--- config.mk ---
export PLATFORM = sky130hd
export DESIGN_NAME = cpu_run_ctrl
export DESIGN_NICKNAME = d
export VERILOG_FILES = /design/src/rtl/cpu_ctrl_pkg.sv /design/src/rtl/cpu_run_ctrl_if.sv /design/src/rtl/cpu_run_ctrl_npc_gen.sv /design/src/rtl/cpu_run_ctrl.sv
export SDC_FILE = /design/constraint.sdc
export NUM_CORES = 1
export LEC_CHECK = 0
export ABC_AREA = 1
export CORE_MARGIN = 5
export CORE_UTILIZATION = 51
export DETAILED_ROUTE_END_ITERATION = 8
export GPL_TIMING_DRIVEN = 1
export PLACE_DENSITY_LB_ADDON = 0.12
export RECOVER_POWER = 100
export SLEW_MARGIN = 25
export SYNTH_ARGS = -nofsm -noshare
export SYNTH_HDL_FRONTEND = slang
export SYNTH_SLANG_ARGS = --single-unit
--- constraint.sdc ---
create_clock -name clk -period 2.3 [get_ports clk]
set_input_delay 0.345 -clock clk [delete_from_list [all_inputs] [get_ports clk]]
set_output_delay 0.345 -clock clk [all_outputs]
set_load 0.02 [all_outputs]
--- src/rtl/cpu_ctrl_pkg.sv ---
// Shared encodings for the RV32 run-control block: FSM states and next-PC selects.
package cpu_ctrl_pkg;
  typedef logic [31:0] addr_t;

  localparam logic [1:0] ST_PAUSE = 2'd0;
  localparam logic [1:0] ST_RUN   = 2'd1;
  localparam logic [1:0] ST_STEP  = 2'd2;
  localparam logic [1:0] ST_HALT  = 2'd3;

  localparam logic [1:0] NPC_SEQ  = 2'b00;
  localparam logic [1:0] NPC_BR   = 2'b01;
  localparam logic [1:0] NPC_JALR = 2'b10;

  // Any select with the top bit set is a jalr, regardless of bit 0.
  function automatic logic is_jalr(input logic [1:0] sel);
    return sel[1];
  endfunction
endpackage

--- src/rtl/cpu_run_ctrl_if.sv ---
// Next-PC request/response bundle between the run controller and the next-PC generator.
interface cpu_run_ctrl_if;
  import cpu_ctrl_pkg::*;
  addr_t      pc;
  addr_t      imm;
  addr_t      alu_result;
  logic [1:0] sel;
  addr_t      npc;

  modport master (output pc, imm, alu_result, sel, input npc);
  modport slave  (input pc, imm, alu_result, sel, output npc);
endinterface

--- src/rtl/cpu_run_ctrl_npc_gen.sv ---
// Purely combinational next-PC mux: sequential, PC-relative branch/jal, or jalr target.
module npc_gen
  import cpu_ctrl_pkg::*;
(
  cpu_run_ctrl_if.slave bus
);
  addr_t w_seq, w_br, w_jalr;

  // Branch offsets arrive in halfword units; all sums wrap silently.
  assign w_seq  = bus.pc + 32'd4;
  assign w_br   = bus.pc + {bus.imm[30:0], 1'b0};
  assign w_jalr = bus.alu_result & ~32'h1;

  always_comb begin
    bus.npc = w_seq;
    if (is_jalr(bus.sel))       bus.npc = w_jalr;
    else if (bus.sel == NPC_BR) bus.npc = w_br;
  end
endmodule

--- src/rtl/cpu_run_ctrl.sv ---
// PC owner and run/step/breakpoint/halt sequencer; cpu_en gates every architectural commit.
module cpu_run_ctrl
  import cpu_ctrl_pkg::*;
#(
  parameter logic [31:0] PC_RESET = 32'h0000_0000
) (
  input  logic        clk,
  input  logic        rst,
  input  logic        run_i,
  input  logic        step_i,
  input  logic        brk_en,
  input  logic [31:0] brk_addr,
  input  logic        stop,
  input  logic [1:0]  jalmux_sel,
  input  logic [31:0] imm,
  input  logic [31:0] alu_result,
  output logic [31:0] pc,
  output logic        cpu_en,
  output logic [1:0]  state_o,
  output logic        halted,
  output logic [31:0] instr_cnt
);
  logic [1:0]  r_state, w_state_nxt;
  logic        r_step_q, r_resume;
  logic [31:0] r_pc, r_instr_cnt, w_npc;
  logic        w_step_pulse, w_bp_hit, w_commit;

  cpu_run_ctrl_if u_npc_bus ();

  assign u_npc_bus.pc         = r_pc;
  assign u_npc_bus.imm        = imm;
  assign u_npc_bus.alu_result = alu_result;
  assign u_npc_bus.sel        = jalmux_sel;
  assign w_npc                = u_npc_bus.npc;

  npc_gen u_npc_gen (.bus(u_npc_bus));

  assign w_step_pulse = step_i & ~r_step_q;
  // resume masks the breakpoint we just paused on so execution can move past it.
  assign w_bp_hit     = brk_en && (r_pc == brk_addr) && !r_resume;
  assign w_commit     = rst && (r_state == ST_RUN || r_state == ST_STEP) && !stop && !w_bp_hit;

  always_comb begin
    w_state_nxt = r_state;
    case (r_state)
      ST_PAUSE: begin
        if (w_step_pulse) w_state_nxt = ST_STEP;
        else if (run_i)   w_state_nxt = ST_RUN;
      end
      ST_RUN: begin
        if (stop)          w_state_nxt = ST_HALT;
        else if (w_bp_hit) w_state_nxt = ST_PAUSE;
        else if (!run_i)   w_state_nxt = ST_PAUSE;
      end
      ST_STEP: w_state_nxt = stop ? ST_HALT : ST_PAUSE;
      default: w_state_nxt = ST_HALT;
    endcase
  end

  always_ff @(posedge clk) begin
    if (!rst) begin
      r_state     <= ST_PAUSE;
      r_pc        <= PC_RESET;
      r_instr_cnt <= 32'd0;
      r_step_q    <= 1'b0;
      r_resume    <= 1'b0;
    end else begin
      r_state  <= w_state_nxt;
      r_step_q <= step_i;
      if (w_commit) begin
        r_pc        <= w_npc;
        r_instr_cnt <= r_instr_cnt + 32'd1;
      end
      if (r_state == ST_PAUSE && w_state_nxt != ST_PAUSE) r_resume <= 1'b1;
      else if (w_commit)                                  r_resume <= 1'b0;
    end
  end

  assign pc        = r_pc;
  assign cpu_en    = w_commit;
  assign state_o   = r_state;
  assign halted    = (r_state == ST_HALT);
  assign instr_cnt = r_instr_cnt;
endmodule

After elaboration in Yosys (flattened, before gate mapping)
Cells that the tools add are included.
{"block": "classes", "n_addsub": 3, "n_eq_ne": 5, "muxes": 11, "n_bitwise": 2, "n_reduce_logical": 13}
{"op": "$mux 32", "n": 2}
{"op": "$add 32x1->32 const B", "n": 1}
{"op": "$add 32x3->32 const B", "n": 1}
{"op": "$add 32x32->32", "n": 1}
{"op": "$eq 32x32->1", "n": 1}
{"op": "$mux 2", "n": 6}
{"op": "$logic_and 1x1->1", "n": 6}
{"op": "$pmux 2 s3", "n": 1}
{"op": "$eq 2x1->1 const B", "n": 2}
{"op": "$eq 2x2->1 const B", "n": 2}
{"op": "$reduce_bool 2->1", "n": 2}
{"op": "$logic_not 1->1", "n": 3}
{"op": "$logic_not 2->1", "n": 1}
{"op": "$mux 1", "n": 2}
{"op": "$and 1x1->1", "n": 1}
{"op": "$logic_or 1x1->1", "n": 1}
{"op": "$not 1->1", "n": 1}
{"block": "totals", "regBits": 68, "in_bits": 104, "output_inout_bits": 68, "wordCells": 39}

Logic depth before layout (Yosys ltp)
{"block": "logic_depth", "word_depth": 9, "mapped_depth": 16, "depth_no_buf": 15}

By module
Synthesis repeated with hierarchy kept, for this count alone.
{"block": "hier_totals", "cells_unflattened": 1314, "area_unflattened_um2": 7308.3}
{"module": "cpu_run_ctrl", "instances": 1, "cells_each": 558, "area_per_inst_um2": 3703.6, "seq_area_each_um2": 1361.3}
{"module": "npc_gen", "instances": 1, "cells_each": 756, "area_per_inst_um2": 3604.7, "seq_area_each_um2": 0.0}

Worst setup path after synthesis
No wires, ideal clock.
{"block": "synth_path", "kind": "register to register", "start": "register r_pc[1], in the netlist pc[1]", "end": "register r_pc[31], in the netlist pc[31]", "setup_ps": 109, "arrival_ps": 2103, "required_time_ps": 2191, "setup_slack_ps": 87, "stages_incl_launch_ff": 16, "n_path_buf": 0, "period_less_slack_ps": 2213, "cell_sequence": "dfxtp_1 -> ha_1 -> inv_1 -> fa_1 -> o21ai_0 -> nand2_1 -> nand2_1 -> nand3_1 -> nand2_1 -> nand3_1 -> nand2_1 -> nand2_1 -> nand3_1 -> nand3_1 -> nand2_1 -> inv_1"}
{"block": "synth_via", "elab_chain_len": 5, "elab_cells_between_ends": 9, "cone_classes": "add/sub: 2; eq/ne: 1; mux: 2; reduce/logical: 4"}
{"item": "start, declared", "line": "cpu_run_ctrl.sv:25", "rtl": "logic [31:0] r_pc, r_instr_cnt, w_npc;"}
{"item": "start signal, assigned", "line": "cpu_run_ctrl.sv:71", "rtl": "r_pc <= w_npc;"}
{"item": "branches (longest 5 deep; another with $add 32x3->32)"}
Parallel ways; which one is timed is not known.
A chain may end at the register's enable or synchronous reset.

Final worst setup path
{"block": "layout_path", "start": "input port rst", "end": "register r_pc[18], in the netlist pc[18]"}
{"block": "layout_via", "elab_chain_len": 3}
{"item": "start, declared", "line": "cpu_run_ctrl.sv:8", "rtl": "input logic rst,"}
{"item": "$logic_and 1x1->1 (3 in a row)", "line": "cpu_run_ctrl.sv:41", "rtl": "assign w_commit = rst && (r_state == ST_RUN || r_state == ST_STEP) && !stop && !w_bp_hit;"}
Parallel ways exist; a longest one is shown, timed or not.

==> flow_metrics.env <==
export IMPL_start_kind="input pin"
export IMPL_grt_setup_unrepaired="true"
export IMPL_placementRows=42
export IMPL_worst_ep_arrival_time_ps=2600
export IMPL_yosys_warnings=0
export IMPL_crit_chain="clkdlybuf4s50_1 -> clkbuf_1 -> inv_1 -> buf_4 -> a21oi_1 -> o21ai_0 -> inv_1"
export IMPL_drv_slew=0
export IMPL_layout_setup_ws_ps=-21.1
export IMPL_viasPerCell=5.66
export IMPL_cts_root_buf="clkbuf_16"
export IMPL_gp_congestion=1.00
export IMPL_worstPathRequired_ps=2580
export IMPL_peakVddDrop_mv=0.374
export IMPL_synthArstFlopShare_pct=0
export IMPL_syn_to_final_growth_pct=48.9
export IMPL_setup_viol=1
export IMPL_fp_dieArea_um2=15700
export IMPL_hold_viol=0
export IMPL_die_x_um=125
export IMPL_drtIter0Drc=950
export IMPL_finalInstanceArea_um2=10100
export IMPL_violations="setup timing"
export IMPL_diodes=0
export IMPL_p_clk_share_pct=32.3
export IMPL_fin_crit_sh_pct=101
export IMPL_yosys_cell_types_count=50
export IMPL_tritoncts="built"
export IMPL_drive_gt1_share_pct=15.4
export IMPL_min_path_type="register to register"
export IMPL_cts_buffer_depth=2
export IMPL_dr_pass1_iters=7
export IMPL_core_area_um2=13100
export IMPL_drc=0
export IMPL_postRouteAntennaNets=0
export IMPL_totalWireLength_um=27800
export IMPL_yosysTopAreaCell="dfxtp_1"
export IMPL_cts_max_level=3
export IMPL_synth_enable_flop_cells=0
export IMPL_dp_hpwl_um=22100
export IMPL_clk_latency_ps=340
export IMPL_swShare_pct=35.1
export IMPL_syn_area_per_cell_um2=5.98
export IMPL_ios=172
export IMPL_yosysMostFrequentCell="nand2_1"
export IMPL_synth_top_area_share_pct=19.8
export IMPL_max_freq_mhz=431
export IMPL_comb_power_share_pct=40.7
export IMPL_clk_pin_slew_ps=60
export IMPL_synth_area_leaders="dfxtp_1 20%, nand2_1 17%, a21oi_1 8.1%, ha_1 6.7%, inv_1 6.7%"
export IMPL_worst_clock_skew_ps=5.42
export IMPL_synthTopCellsByCount="313 x nand2_1, 120 x inv_1, 110 x a21oi_1"
export IMPL_antenna_found_initial=0
export IMPL_synthesis_nets=1272
export IMPL_tightest_slew_ps=1360
export IMPL_grtUsageTotal_pct=33.6
export IMPL_place_area_um2=9550
export IMPL_power_frac_seq_pct=27.0
export IMPL_ys_seq_area_share_pct=19.8
export IMPL_holdBufCountCts=0
export IMPL_io_buffers=168
export IMPL_internal_power_mw=3.22
export IMPL_nNetsFinal=1558
export IMPL_max_stage_delay_ps=990
export IMPL_place_ws_ps=-434
export IMPL_cts_buffers=9
export IMPL_p_switching_mw=1.74
export IMPL_num_vias=9034
export IMPL_fin_cells=1597
export IMPL_gr_total_overflow=0
export IMPL_p_per_area_nw_per_um2=493
export IMPL_ys_flop_type="dfxtp_1"
export IMPL_cap_viol_max_count=0
export IMPL_syn_area_um2=6760
export IMPL_leakage_nw=4.44
export IMPL_clkSinkCount=67
export IMPL_dp_cells=1581
export IMPL_syn_inst=1131
export IMPL_wl_per_cell_um=17.4
export IMPL_cp_slowest_cell="clkbuf_1"
export IMPL_crit_fanout=28
export IMPL_critPathKind="input pin to register"
export IMPL_synth_seq_cells=67
export IMPL_grt_pass1_vias=8233
export IMPL_min_period_ps=2320
export IMPL_relSlewSlack_pct=9.12
export IMPL_fp_dieH_um=125
export IMPL_initial_core_util_pct=51.4
export IMPL_status="finished, violations left"
export IMPL_fin_hold_ws_ps=498
export IMPL_grt_pass1_wl_um=42800
export IMPL_crit_path_frequent_cell="inv_1"
export IMPL_grt_max_degree=45
export IMPL_endpoint_kind="register"
[power groups by stage]
stage          combinational [mW]  clock, mW  sequential [mW]
2_1_floorplan               0.880          0             1.44
3_3_place_gp                 1.93          0             1.36
3_5_place_dp                 1.95          0             1.36
4_1_cts                      1.97       1.61             1.33
5_1_grt                      2.19       1.67             1.34
6_report                     2.02       1.60             1.34
[placed cells by master, fill, tap and decap left out, drive strengths merged, types with 4 or more instances in the layout]
master and count:
xor2 21, clkbuf 12, or2 6, nand3 69
a31oi 13, buf 137, o211ai 6, nor3 42
nor2 109, nand4 19, nor4 12, inv 123
o21bai 4, a22oi 5, dlygate4sd3 66, clkdlybuf4s50 101
nand2 318, dfxtp 67, o21ai 73, xnor2 38
a21oi 110, ha 36, o221ai 4, nor3b 5
[worst max-delay path: cells and delay by family]
kind	cells	cell delay [ps]
compound gates	2	260
buf+inv	5	1990
[what timing repair did]
action | in CTS | in global routing
pin swaps | 0 | 6
setup endpoints to repair | 10 | 32
resized for setup | 8 | 50
buffers inserted | 0 | 1
cloned | 0 | 0
[state kept, by name, summed over array words and instances, names as in the netlist]
| name | cells |
|---|---|
| instr_cnt | 32 |
| pc | 31 |
| r_resume | 1 |
| r_step_q | 1 |
| state_o | 2 |
[path summary, 6_finish.rpt]
path                                      end  slack [ps]           from  depth (start not counted)
worst min register to register  instr_cnt[31]         500  instr_cnt[31]                          2
worst min-delay path            instr_cnt[31]         500  instr_cnt[31]                          2
worst max register to register         pc[26]         110          pc[2]                         13
worst max-delay path                   pc[18]         -20            rst                          7
[final cells by class]
cell class / count / area (µm²)
Multi-Input combinational cell: 909 / 4940
Fill cell: 1080 / 3080
Timing Repair Buffer: 307 / 2750
Sequential cell: 67 / 1350
Inverter: 123 / 462
Clock buffer: 9 / 225
Tap cell: 176 / 220
Clock inverter: 6 / 115
[kinds of logic after synthesis]
| kind of cell | Yosys count | share of synthesized area (%) |
|---|---|---|
| XOR/XNOR | 59 | 7.65 |
| AND/OR/NAND/NOR | 585 | 37.7 |
| AO/OA/AOI/OAI | 227 | 18.3 |
| adder cells (fa/ha/maj) | 37 | 6.96 |
| other | 1 | 0.0555 |
| flip-flops | 67 | 19.8 |
| buffers and inverters | 155 | 9.44 |
[stage by stage]
step	setup TNS (ps)	util (%)	power [mW]
floorplan	0	-	2.32
global placement	-8620	72.7	3.29
detailed placement	-12620	72.7	3.31
CTS	0	75.4	4.91
global route	-904	76.6	5.20
finish	-21.1	76.6	4.97
[metal layers]
| layer | wire length (µm) | track usage, % |
|---|---|---|
| met1 | 11300 | 45.8 |
| met2 | 12000 | 51.6 |
| met3 | 3290 | 7.80 |
| met4 | 1220 | 13.1 |
| met5 | 0 | 0 |
(Power assumes the default switching activity.)
